===== config.mk =====
export PLATFORM = sky130hd
export DESIGN_NAME = multicycle_controller_flat
export DESIGN_NICKNAME = d
export VERILOG_FILES = /design/src/rtl/mips_ctrl_pkg.sv /design/src/rtl/multicycle_controller_if.sv /design/src/rtl/alu_funct_decode.sv /design/src/rtl/multicycle_controller.sv /design/src/flat_wrapper.sv
export SDC_FILE = /design/constraint.sdc
export NUM_CORES = 1
export LEC_CHECK = 0
export ABC_AREA = 1
export CAP_MARGIN = 20
export CELL_PAD_IN_SITES_DETAIL_PLACEMENT = 2
export CELL_PAD_IN_SITES_GLOBAL_PLACEMENT = 2
export CORE_MARGIN = 4
export CORE_UTILIZATION = 18
export CTS_CLUSTER_SIZE = 20
export DETAILED_ROUTE_END_ITERATION = 10
export GPL_TIMING_DRIVEN = 0
export PLACE_DENSITY = 0.8
export REMOVE_ABC_BUFFERS = 1
export SLEW_MARGIN = 0
export SYNTH_ARGS = -nofsm -noshare
export SYNTH_HDL_FRONTEND = slang
export SYNTH_HIERARCHICAL = 1
export SYNTH_SLANG_ARGS = --single-unit

===== constraint.sdc =====
create_clock -name clk -period 1.57 [get_ports clk]
set_clock_uncertainty 0.05 [all_clocks]
set_input_delay 0.471 -clock clk [delete_from_list [all_inputs] [get_ports clk]]
set_output_delay 0.471 -clock clk [all_outputs]
set_load 0.02 [all_outputs]

===== src/rtl/mips_ctrl_pkg.sv =====
// mips_ctrl_pkg: shared encodings for the multi-cycle MIPS controller, ALU and datapath.
//   Holds the controller state enum, ALU operation codes, opcode/funct values,
//   ALU B-source and PC-source mux encodings, and a helper that flags the
//   states that hold a memory request.
package mips_ctrl_pkg;

    typedef enum logic [3:0] {
        S_BOOT,
        S_FETCH,
        S_DECODE,
        S_MEMADR,
        S_MEMRD,
        S_MEMWB,
        S_MEMWR,
        S_RTEXEC,
        S_RTWB,
        S_BEQ,
        S_ADDIEX,
        S_ADDIWB,
        S_JUMP,
        S_HALT
    } state_t;

    localparam logic [2:0] ALU_AND   = 3'b000;
    localparam logic [2:0] ALU_OR    = 3'b001;
    localparam logic [2:0] ALU_ADD   = 3'b010;
    localparam logic [2:0] ALU_UNDEF = 3'b011;
    localparam logic [2:0] ALU_SUB   = 3'b110;
    localparam logic [2:0] ALU_SLTU  = 3'b111;

    localparam logic [5:0] OP_RTYPE = 6'b000000;
    localparam logic [5:0] OP_J     = 6'b000010;
    localparam logic [5:0] OP_BEQ   = 6'b000100;
    localparam logic [5:0] OP_ADDIU = 6'b001001;
    localparam logic [5:0] OP_LW    = 6'b100011;
    localparam logic [5:0] OP_SW    = 6'b101011;

    localparam logic [5:0] FUNCT_ADDU = 6'b100001;
    localparam logic [5:0] FUNCT_SUBU = 6'b100011;
    localparam logic [5:0] FUNCT_AND  = 6'b100100;
    localparam logic [5:0] FUNCT_OR   = 6'b100101;
    localparam logic [5:0] FUNCT_SLTU = 6'b101011;

    localparam logic [1:0] ALUSRCB_REG   = 2'b00;
    localparam logic [1:0] ALUSRCB_FOUR  = 2'b01;
    localparam logic [1:0] ALUSRCB_IMM   = 2'b10;
    localparam logic [1:0] ALUSRCB_IMMSH = 2'b11;

    localparam logic [1:0] PCSRC_ALU    = 2'b00;
    localparam logic [1:0] PCSRC_ALUOUT = 2'b01;
    localparam logic [1:0] PCSRC_JUMP   = 2'b10;

    function automatic logic is_mem_state(state_t s);
        return s inside {S_FETCH, S_MEMRD, S_MEMWR};
    endfunction

endpackage


===== src/rtl/multicycle_controller_if.sv =====
// multicycle_controller_if: controller <-> datapath/memory signal bundle.
//   master (controller): inputs op, funct, zero, mem_ready; outputs mem_req,
//     memwrite, iord, irwrite, regdst, memtoreg, regwrite, alusrca, alusrcb,
//     pcsrc, pcwrite, alucontrol, fault (+ cycle_count, instr_count).
//   slave (datapath/memory): the mirror image.
//   PERF_COUNTERS_EN adds COUNT_W and the two perf counter signals.
interface multicycle_controller_if
`ifdef PERF_COUNTERS_EN
    #(parameter int COUNT_W = 32)
`endif
    ;
    logic [5:0] op;
    logic [5:0] funct;
    logic       zero;
    logic       mem_ready;
    logic       mem_req;
    logic       memwrite;
    logic       iord;
    logic       irwrite;
    logic       regdst;
    logic       memtoreg;
    logic       regwrite;
    logic       alusrca;
    logic [1:0] alusrcb;
    logic [1:0] pcsrc;
    logic       pcwrite;
    logic [2:0] alucontrol;
    logic       fault;
`ifdef PERF_COUNTERS_EN
    logic [COUNT_W-1:0] cycle_count;
    logic [COUNT_W-1:0] instr_count;
    modport master (
        input  op, funct, zero, mem_ready,
        output mem_req, memwrite, iord, irwrite, regdst, memtoreg, regwrite,
               alusrca, alusrcb, pcsrc, pcwrite, alucontrol, fault,
               cycle_count, instr_count
    );
    modport slave (
        output op, funct, zero, mem_ready,
        input  mem_req, memwrite, iord, irwrite, regdst, memtoreg, regwrite,
               alusrca, alusrcb, pcsrc, pcwrite, alucontrol, fault,
               cycle_count, instr_count
    );
`else
    modport master (
        input  op, funct, zero, mem_ready,
        output mem_req, memwrite, iord, irwrite, regdst, memtoreg, regwrite,
               alusrca, alusrcb, pcsrc, pcwrite, alucontrol, fault
    );
    modport slave (
        output op, funct, zero, mem_ready,
        input  mem_req, memwrite, iord, irwrite, regdst, memtoreg, regwrite,
               alusrca, alusrcb, pcsrc, pcwrite, alucontrol, fault
    );
`endif
endinterface


===== src/rtl/alu_funct_decode.sv =====
// alu_funct_decode: maps an R-type funct field to an ALU operation.
//   funct      in  6  IR[5:0]
//   alucontrol out 3  ALU code, ALU_UNDEF for unsupported funct
//   valid      out 1  funct is one of addu/subu/and/or/sltu
module alu_funct_decode
    import mips_ctrl_pkg::*;
(
    input  logic [5:0] funct,
    output logic [2:0] alucontrol,
    output logic       valid
);
    always_comb begin
        alucontrol = funct == FUNCT_ADDU ? ALU_ADD  :
                     funct == FUNCT_SUBU ? ALU_SUB  :
                     funct == FUNCT_AND  ? ALU_AND  :
                     funct == FUNCT_OR   ? ALU_OR   :
                     funct == FUNCT_SLTU ? ALU_SLTU : ALU_UNDEF;
        valid = alucontrol != ALU_UNDEF;
    end
endmodule


===== src/rtl/multicycle_controller.sv =====
// multicycle_controller: main FSM of the multi-cycle MIPS core.
//   clk      in  rising-edge clock
//   reset_n  in  asynchronous active-low reset (forces BOOT)
//   bus      multicycle_controller_if.master: IR fields, ALU zero, memory
//            handshake in; datapath mux selects, write strobes, fault out.
//   MEM_TIMEOUT: wait cycles before a stalled memory access faults (0 = never).
//   PERF_COUNTERS_EN: adds COUNT_W and the cycle_count/instr_count counters.
module multicycle_controller
    import mips_ctrl_pkg::*;
#(
    parameter int MEM_TIMEOUT = 0
`ifdef PERF_COUNTERS_EN
    , parameter int COUNT_W = 32
`endif
) (
    input logic clk,
    input logic reset_n,
    multicycle_controller_if.master bus
);
    state_t      state;
    state_t      state_next;
    logic        fault;
    logic [31:0] wait_cnt;
    logic        timeout;
    logic [2:0]  rt_alu;
    logic        rt_valid;

    alu_funct_decode u_funct (
        .funct      (bus.funct),
        .alucontrol (rt_alu),
        .valid      (rt_valid)
    );

    // Only meaningful in a memory state while mem_ready is low.
    assign timeout = MEM_TIMEOUT > 0 && wait_cnt == 32'(MEM_TIMEOUT - 1);

    always_comb begin
        state_next = state;
        case (state)
            S_BOOT:   state_next = S_FETCH;
            S_FETCH:  state_next = bus.mem_ready ? S_DECODE : timeout ? S_HALT : S_FETCH;
            S_DECODE: state_next = (bus.op == OP_LW || bus.op == OP_SW) ? S_MEMADR :
                                   bus.op == OP_RTYPE ? S_RTEXEC :
                                   bus.op == OP_BEQ   ? S_BEQ    :
                                   bus.op == OP_ADDIU ? S_ADDIEX :
                                   bus.op == OP_J     ? S_JUMP   : S_HALT;
            S_MEMADR: state_next = bus.op == OP_LW ? S_MEMRD : S_MEMWR;
            S_MEMRD:  state_next = bus.mem_ready ? S_MEMWB : timeout ? S_HALT : S_MEMRD;
            S_MEMWR:  state_next = bus.mem_ready ? S_FETCH : timeout ? S_HALT : S_MEMWR;
            S_RTEXEC: state_next = rt_valid ? S_RTWB : S_HALT;
            S_ADDIEX: state_next = S_ADDIWB;
            S_MEMWB, S_RTWB, S_BEQ, S_ADDIWB, S_JUMP: state_next = S_FETCH;
            S_HALT:   state_next = S_HALT;
            default:  state_next = S_HALT;
        endcase
    end

    always_comb begin
        bus.mem_req    = 1'b0;
        bus.memwrite   = 1'b0;
        bus.iord       = 1'b0;
        bus.irwrite    = 1'b0;
        bus.regdst     = 1'b0;
        bus.memtoreg   = 1'b0;
        bus.regwrite   = 1'b0;
        bus.alusrca    = 1'b0;
        bus.alusrcb    = ALUSRCB_REG;
        bus.pcsrc      = PCSRC_ALU;
        bus.pcwrite    = 1'b0;
        bus.alucontrol = ALU_ADD;
        bus.fault      = fault;
        case (state)
            S_BOOT:   bus.alucontrol = 3'b000;
            S_FETCH: begin
                bus.mem_req = 1'b1;
                bus.alusrcb = ALUSRCB_FOUR;
                bus.irwrite = bus.mem_ready;
                bus.pcwrite = bus.mem_ready;
            end
            // Branch target is precomputed here while the opcode is decoded.
            S_DECODE: bus.alusrcb = ALUSRCB_IMMSH;
            S_MEMADR, S_ADDIEX: begin
                bus.alusrca = 1'b1;
                bus.alusrcb = ALUSRCB_IMM;
            end
            S_MEMRD: begin
                bus.mem_req = 1'b1;
                bus.iord    = 1'b1;
            end
            S_MEMWB: begin
                bus.regwrite = 1'b1;
                bus.memtoreg = 1'b1;
            end
            S_MEMWR: begin
                bus.mem_req  = 1'b1;
                bus.memwrite = 1'b1;
                bus.iord     = 1'b1;
            end
            S_RTEXEC: begin
                bus.alusrca    = 1'b1;
                bus.alucontrol = rt_alu;
            end
            S_RTWB: begin
                bus.regwrite = 1'b1;
                bus.regdst   = 1'b1;
            end
            S_BEQ: begin
                bus.alusrca    = 1'b1;
                bus.alucontrol = ALU_SUB;
                bus.pcsrc      = PCSRC_ALUOUT;
                bus.pcwrite    = bus.zero;
            end
            S_ADDIWB: bus.regwrite = 1'b1;
            S_JUMP: begin
                bus.pcsrc   = PCSRC_JUMP;
                bus.pcwrite = 1'b1;
            end
            default: ;
        endcase
    end

`ifdef PERF_COUNTERS_EN
    logic [COUNT_W-1:0] cycle_count;
    logic [COUNT_W-1:0] instr_count;
    assign bus.cycle_count = cycle_count;
    assign bus.instr_count = instr_count;
`endif

    always_ff @(posedge clk or negedge reset_n) begin
        if (!reset_n) begin
            state    <= S_BOOT;
            fault    <= 1'b0;
            wait_cnt <= '0;
`ifdef PERF_COUNTERS_EN
            cycle_count <= '0;
            instr_count <= '0;
`endif
        end else begin
            state    <= state_next;
            fault    <= fault | (state_next == S_HALT);
            // Any state change clears the counter, so each memory state starts from 0.
            wait_cnt <= state_next != state ? '0 :
                        is_mem_state(state) && !bus.mem_ready ? wait_cnt + 32'd1 : wait_cnt;
`ifdef PERF_COUNTERS_EN
            cycle_count <= cycle_count + COUNT_W'(state != S_BOOT && state != S_HALT);
            instr_count <= instr_count + COUNT_W'(state_next == S_FETCH && state != S_FETCH && state != S_BOOT);
`endif
        end
    end
endmodule


===== src/flat_wrapper.sv =====
// flat-port wrapper written by rule: the top's interface ports become plain ports
module multicycle_controller_flat import mips_ctrl_pkg::*;
#(
    parameter int MEM_TIMEOUT = 0

)
  (clk, reset_n, bus_op, bus_funct, bus_zero, bus_mem_ready, bus_mem_req, bus_memwrite, bus_iord, bus_irwrite, bus_regdst, bus_memtoreg, bus_regwrite, bus_alusrca, bus_alusrcb, bus_pcsrc, bus_pcwrite, bus_alucontrol, bus_fault);
  multicycle_controller_if bus_i ();
  input logic clk;
  input logic reset_n;
  input wire logic [$bits(bus_i.op)-1:0] bus_op;
  input wire logic [$bits(bus_i.funct)-1:0] bus_funct;
  input wire logic [$bits(bus_i.zero)-1:0] bus_zero;
  input wire logic [$bits(bus_i.mem_ready)-1:0] bus_mem_ready;
  output wire logic [$bits(bus_i.mem_req)-1:0] bus_mem_req;
  output wire logic [$bits(bus_i.memwrite)-1:0] bus_memwrite;
  output wire logic [$bits(bus_i.iord)-1:0] bus_iord;
  output wire logic [$bits(bus_i.irwrite)-1:0] bus_irwrite;
  output wire logic [$bits(bus_i.regdst)-1:0] bus_regdst;
  output wire logic [$bits(bus_i.memtoreg)-1:0] bus_memtoreg;
  output wire logic [$bits(bus_i.regwrite)-1:0] bus_regwrite;
  output wire logic [$bits(bus_i.alusrca)-1:0] bus_alusrca;
  output wire logic [$bits(bus_i.alusrcb)-1:0] bus_alusrcb;
  output wire logic [$bits(bus_i.pcsrc)-1:0] bus_pcsrc;
  output wire logic [$bits(bus_i.pcwrite)-1:0] bus_pcwrite;
  output wire logic [$bits(bus_i.alucontrol)-1:0] bus_alucontrol;
  output wire logic [$bits(bus_i.fault)-1:0] bus_fault;
  assign bus_i.op = bus_op;
  assign bus_i.funct = bus_funct;
  assign bus_i.zero = bus_zero;
  assign bus_i.mem_ready = bus_mem_ready;
  assign bus_mem_req = bus_i.mem_req;
  assign bus_memwrite = bus_i.memwrite;
  assign bus_iord = bus_i.iord;
  assign bus_irwrite = bus_i.irwrite;
  assign bus_regdst = bus_i.regdst;
  assign bus_memtoreg = bus_i.memtoreg;
  assign bus_regwrite = bus_i.regwrite;
  assign bus_alusrca = bus_i.alusrca;
  assign bus_alusrcb = bus_i.alusrcb;
  assign bus_pcsrc = bus_i.pcsrc;
  assign bus_pcwrite = bus_i.pcwrite;
  assign bus_alucontrol = bus_i.alucontrol;
  assign bus_fault = bus_i.fault;
  multicycle_controller #(.MEM_TIMEOUT(MEM_TIMEOUT)) u_core (.clk(clk), .reset_n(reset_n), .bus(bus_i));
endmodule

# After elaboration in Yosys (flattened, before gate mapping)
# Cells that the tools add are included.
[op_classes]
n_reduce_logical = 9
muxes = 28
n_eq_ne = 24
bitwise_logic = 1
[op_table]
columns = ["operator", "count"]
rows = [
  ["6-bit == test (second input constant)", 7],
  ["4-bit one-hot mux with 8 select lines", 1],
  ["4-bit == test (second input constant)", 6],
  ["3-bit two-way mux", 7],
  ["4-bit by 3-bit == test with 1-bit output (second input constant)", 4],
  ["4-bit two-way mux", 4],
  ["1-bit two-way mux", 10],
  ["3-bit one-hot mux with 3 select lines", 1],
  ["4-bit by 2-bit == test with 1-bit output (second input constant)", 2],
  ["6-bit by 2-bit == test with 1-bit output (second input constant)", 1],
  ["6-bit by 3-bit == test with 1-bit output (second input constant)", 1],
  ["6-bit by 4-bit == test with 1-bit output (second input constant)", 1],
  ["6-bit logical NOT", 1],
  ["2-bit one-hot mux with 3 select lines", 1],
  ["3-bit OR reduction", 2],
  ["6-bit OR reduction", 1],
  ["4-bit by 1-bit == test with 1-bit output (second input constant)", 1],
  ["4-bit logical NOT", 1],
  ["2-bit two-way mux", 2],
  ["2-bit one-hot mux with 2 select lines", 1],
  ["2-bit OR reduction", 2],
  ["4-bit OR reduction", 1],
  ["3-bit by 2-bit != test with 1-bit output (second input constant)", 1],
  ["1-bit one-hot mux with 3 select lines", 1],
  ["2 further kinds", 2],
]
[totals]
input_bits = 16
out_inout_bits = 17
wordCells = 64
regBits = 5

# Depth between registers and ports, before layout
[logic_depth]
word_depth = 11
mapped_depth = 13
ltp_nobuf = 13

# Cells and area by module
# The synthesis kept the hierarchy.
[modules_own_cells]
columns = ["mod", "n_inst", "cells_each", "seq_area_each_um2", "area_each_um2"]
rows = [
  ["multicycle_controller", 1, 113, 125.1, 590.6],
  ["alu_funct_decode", 1, 21, 0.0, 107.6],
]

# Least setup slack after synthesis
# Ideal clock, no wire load.
[synth_path]
kind = "register to output"
start = "reg u_core.state[1]"
end = "out bus_pcwrite"
n_path_buf = 0
setup_slack_ns = -0.234
required_time_ns = 1.049
stages_incl_launch_ff = 6
arrival_time_ns = 1.283
cell_sequence = "dfrtp_1 inv_2 nand2_1 nor2_1 inv_1 o21ai_0"
[synth_between]
elab_chain_cells = 2
elab_cells_between_ends = 4
cone_classes = "eq/ne (3); mux (1)"
[synth_lines]
columns = ["element", "line_no", "source"]
rows = [
  ["from (decl)", "multicycle_controller.sv:20", "state_t state;"],
  ["from (signal assigned)", "multicycle_controller.sv:139", "state <= state_next;"],
  ["4-bit == test / 4-bit by 1-bit == test with 1-bit output (equally long branches)", "multicycle_controller.sv:72", "case (state)"],
  ["1-bit one-hot mux with 3 select lines *", "multicycle_controller.sv:72", ""],
  ["to (decl)", "flat_wrapper.sv:25", "output wire logic [$bits(bus_i.pcwrite)-1:0] bus_pcwrite;"],
]
# Mark *: on every way between the ends. The rest lies on a longest branch, timed or not.

# Final worst setup path
[layout_path]
start = "reg u_core.state[3]"
end = "out bus_pcwrite"
# Same word-level chain as after synthesis.

==> metrics.md <==
| Metric | Value |
|---|---|
| Status | finished with violations |
| Failing checks | negative setup slack |
| Area share of fa/ha/maj cells after synthesis | 0 |
| Core region area | 3716 um^2 |
| Post-synthesis mux area share | 0 |
| Syn avg cell area | 5.210 um^2 |
| Largest cells by area after synthesis | dfrtp_1 18%, nor2_1 17%, nand2_1 17% |
| Simple-gate portion of the synthesized area | 0.6075 |
| Clk buf depth | 2 |
| WS Path Type | reg -> out |
| Type of the tightest min-delay check | reg -> reg |
| Share of cells above drive strength 1 | 0.6154 |
| CTS Root Cell | clkbuf_8 |
| Fin util | 0.4084 |
| PortBufs | 32 |
| Setup TNS | -5.417 ns |
| Placed Cells | 214 |
| CP max FO | 5 |
| Worst R2R Setup Slack | -0.09 ns |
| Final hold vios | 0 |
| Vias in the first global route | 1201 |
| Critical path origin | u_core/state[3]$_DFF_PN0_ |
| Sw Share | 0.2512 |
| Via count | 1104 |
| Final GP Congestion | 0.8539 |
| Most frequent cells in the layout | 24 x buf_4, 19 x nand2_1, 17 x buf_6, 14 x inv_2, 14 x nor2_4 |
| Worst-margin pin slew | 0.2770 ns |
| Seq/Total Area, Yosys | 0.1792 |
| Synthesized instance count | 134 |
| Largest family of logic cells by synthesized area | simple AND/OR/NAND/NOR gates |
| Post-Synth XOR/XNOR Area | 0 |
| H-tree levels | 1 |
| P_leak | 0.8295 nW |
| Slew margin rel. | 0.8147 |
| Post-route minimum period | 2.019 ns |
| Critical Path Sink | bus_pcwrite |
| IR drop worst, VDD | 0.0003688 V |
| Post-DRT Antenna Nets | 0 |
| Vias per std cell | 4.543 |
| Final setup vio count | 18 |
| Reg clk slew, reported paths | 0.04 ns |
| Initial antenna violation count | 0 |
| Hold buffers post-CTS | 0 |
| Leading cell type in the layout, fill and taps excluded | buf_4 |
| Clock latency on the worst-skew pair | 0.22 ns |
| Synth area leader | dfrtp_1 |
| Die Area | 4939 um^2 |
| Worst setup margin | -0.4486 ns |
| Net switching power figure | 0.1145 mW |
| CTS sink count | 5 |
| P_int | 0.3411 mW |
| Largest net degree at the start of global routing | 8 |
| Wire length per cell | 17.58 um |
| Max-cap viol count | 0 |
| Power share of the combinational group | 0.188 |
| Max-slew violation count | 0 |
| Drt pass-1 iters | 4 |
| PwrDens | 300.2 nW/um^2 |
| Num rows | 22 |
| DRC | 0 |
| Peak Freq | 0.4954 GHz |
| #FFs+latches synth | 5 |
| Sequential Power Share | 0.284 |
| Worst R2R Path Depth | 12 |
| R2r startpoint | u_core/state[2]$_DFF_PN0_ |
| Nets | 212 |
| Clock share of power | 0.527 |
| Type of origin of the critical path | flop |
| Syn. warnings | 6 |
| Remaining Overflow, GRT | 0 |
| Critical Path RT | 1.05 ns |
| Area share of the leading cell type in the synthesized netlist | 0.1792 |
| Dpl hpwl | 2332 um |
| CTS Buf Count | 3 |
| Count of different cell masters after synthesis | 16 |
| CTS tree | yes |
| Critical R2R Capture | u_core/bus.fault$_DFF_PN0_ |
| Drt total wl | 4272 um |
| Worst Path Arrival | 1.50 ns |
| Total track usage | 0.1325 |
| Die Ht | 70.28 um |
| Die X | 70.28 um |
| First-pass GRT wire length | 5457 um |
| Pre-CTS setup slack | -1.028 ns |
| Final Cycle Share | 1.286 |
| Initial Utilization | 0.1879 |
| Iteration-0 DRC Markers | 34 |
| Fin cells | 243 |
| Worst setup EP type | output pin |
| Synthesized area | 698.2 um^2 |
| Synth Area in Compound Gates | 0.04659 |
| Ant. Diodes | 0 |
| Area grow syn2layout | 117.4% |
| Setup repair after global routing missed its margin | yes |
| Top Ports | 33 |
[power by group through the flow]
stage | clock network, mW | registers, mW | logic, mW
CTS | 0.237 | 0.130 | 0.0828
detailed placement | 0 | 0.131 | 0.0822
finish | 0.240 | 0.130 | 0.0858
floorplan | 0 | 0.131 | 0.0263
global route | 0.250 | 0.129 | 0.0946
global placement | 0 | 0.131 | 0.0766
[registers in the layout (all words and copies together) (netlist names)]
| name | flops |
|---|---|
| u_core/bus.fault | 1 |
| u_core/state | 4 |
[timing repair]
action	CTS	global route
resized for setup	159	49
buffers inserted	15	12
pin swaps	25	16
endpoints found under the setup margin	21	20
[cells in the mapped netlist, drive strengths merged]
cell,count
nand3,16
inv,31
nand2,33
a21oi,2
nand3b,2
nor2,39
nor3,1
dfrtp,5
o31ai,1
nand4,1
o21ai,3
[layout make-up]
| type | instances | area (um^2) |
|---|---|---|
| inverter | 31 | 126.4 |
| tap | 48 | 60.06 |
| clock buffer | 4 | 45.04 |
| multi-input combinational | 98 | 654.4 |
| fill | 446 | 2198 |
| sequential | 5 | 128.9 |
| timing repair buffer | 57 | 503.0 |
[metrics by stage]
stage                     hold WS (ns)  total power, mW  cell area, um^2
after CTS                       0.4082           0.4493             1295
after global routing            0.4327           0.4736             1518
after detailed placement        0.4128           0.2134             1079
after global placement          0.3986           0.2078             1079
after floorplan                 0.1254           0.1576            698.2
final                           0.4060           0.4556             1518
[kinds of logic (layout without fill, tap and decap cells)]
logic type	after synthesis	count (layout)
AND/OR/NAND/NOR	92	92
buffers and inverters	31	92
AO/OA/AOI/OAI	6	6
flip-flops	5	5
[how the worst min path moves through the flow]
stage                                           from                          to  slack [ns]  cells after the start
after floorplan                              reset_n  u_core/bus.fault$_DFF_PN0_        0.13                      0
after global placement    u_core/bus.fault$_DFF_PN0_  u_core/bus.fault$_DFF_PN0_        0.40                      2
after detailed placement  u_core/bus.fault$_DFF_PN0_  u_core/bus.fault$_DFF_PN0_        0.41                      2
after CTS                 u_core/bus.fault$_DFF_PN0_  u_core/bus.fault$_DFF_PN0_        0.41                      2
after global routing      u_core/bus.fault$_DFF_PN0_  u_core/bus.fault$_DFF_PN0_        0.43                      2
final                     u_core/bus.fault$_DFF_PN0_  u_core/bus.fault$_DFF_PN0_        0.41                      2
[per-layer routing]
layer | global-route usage | share of wire | vias to the layer above
met4 | 0.02128 | 0.0059 | 0
met1 | 0.1365 | 0.36 | 553
met5 | 0 | 0 | -
li1 | - | - | 528
met2 | 0.2796 | 0.61 | 21
met3 | 0.01439 | 0.023 | 2
[worst max-delay path, cell delays in order (launching register included)]
cell and delay (ns):
dfrtp_2 0.49, buf_4 0.16, nand2_1 0.11, nor2_4 0.19
a21oi_2 0.05, o21ai_1 0.12, buf_4 0.18
Note: power is estimated with default switching activity, not from simulation.
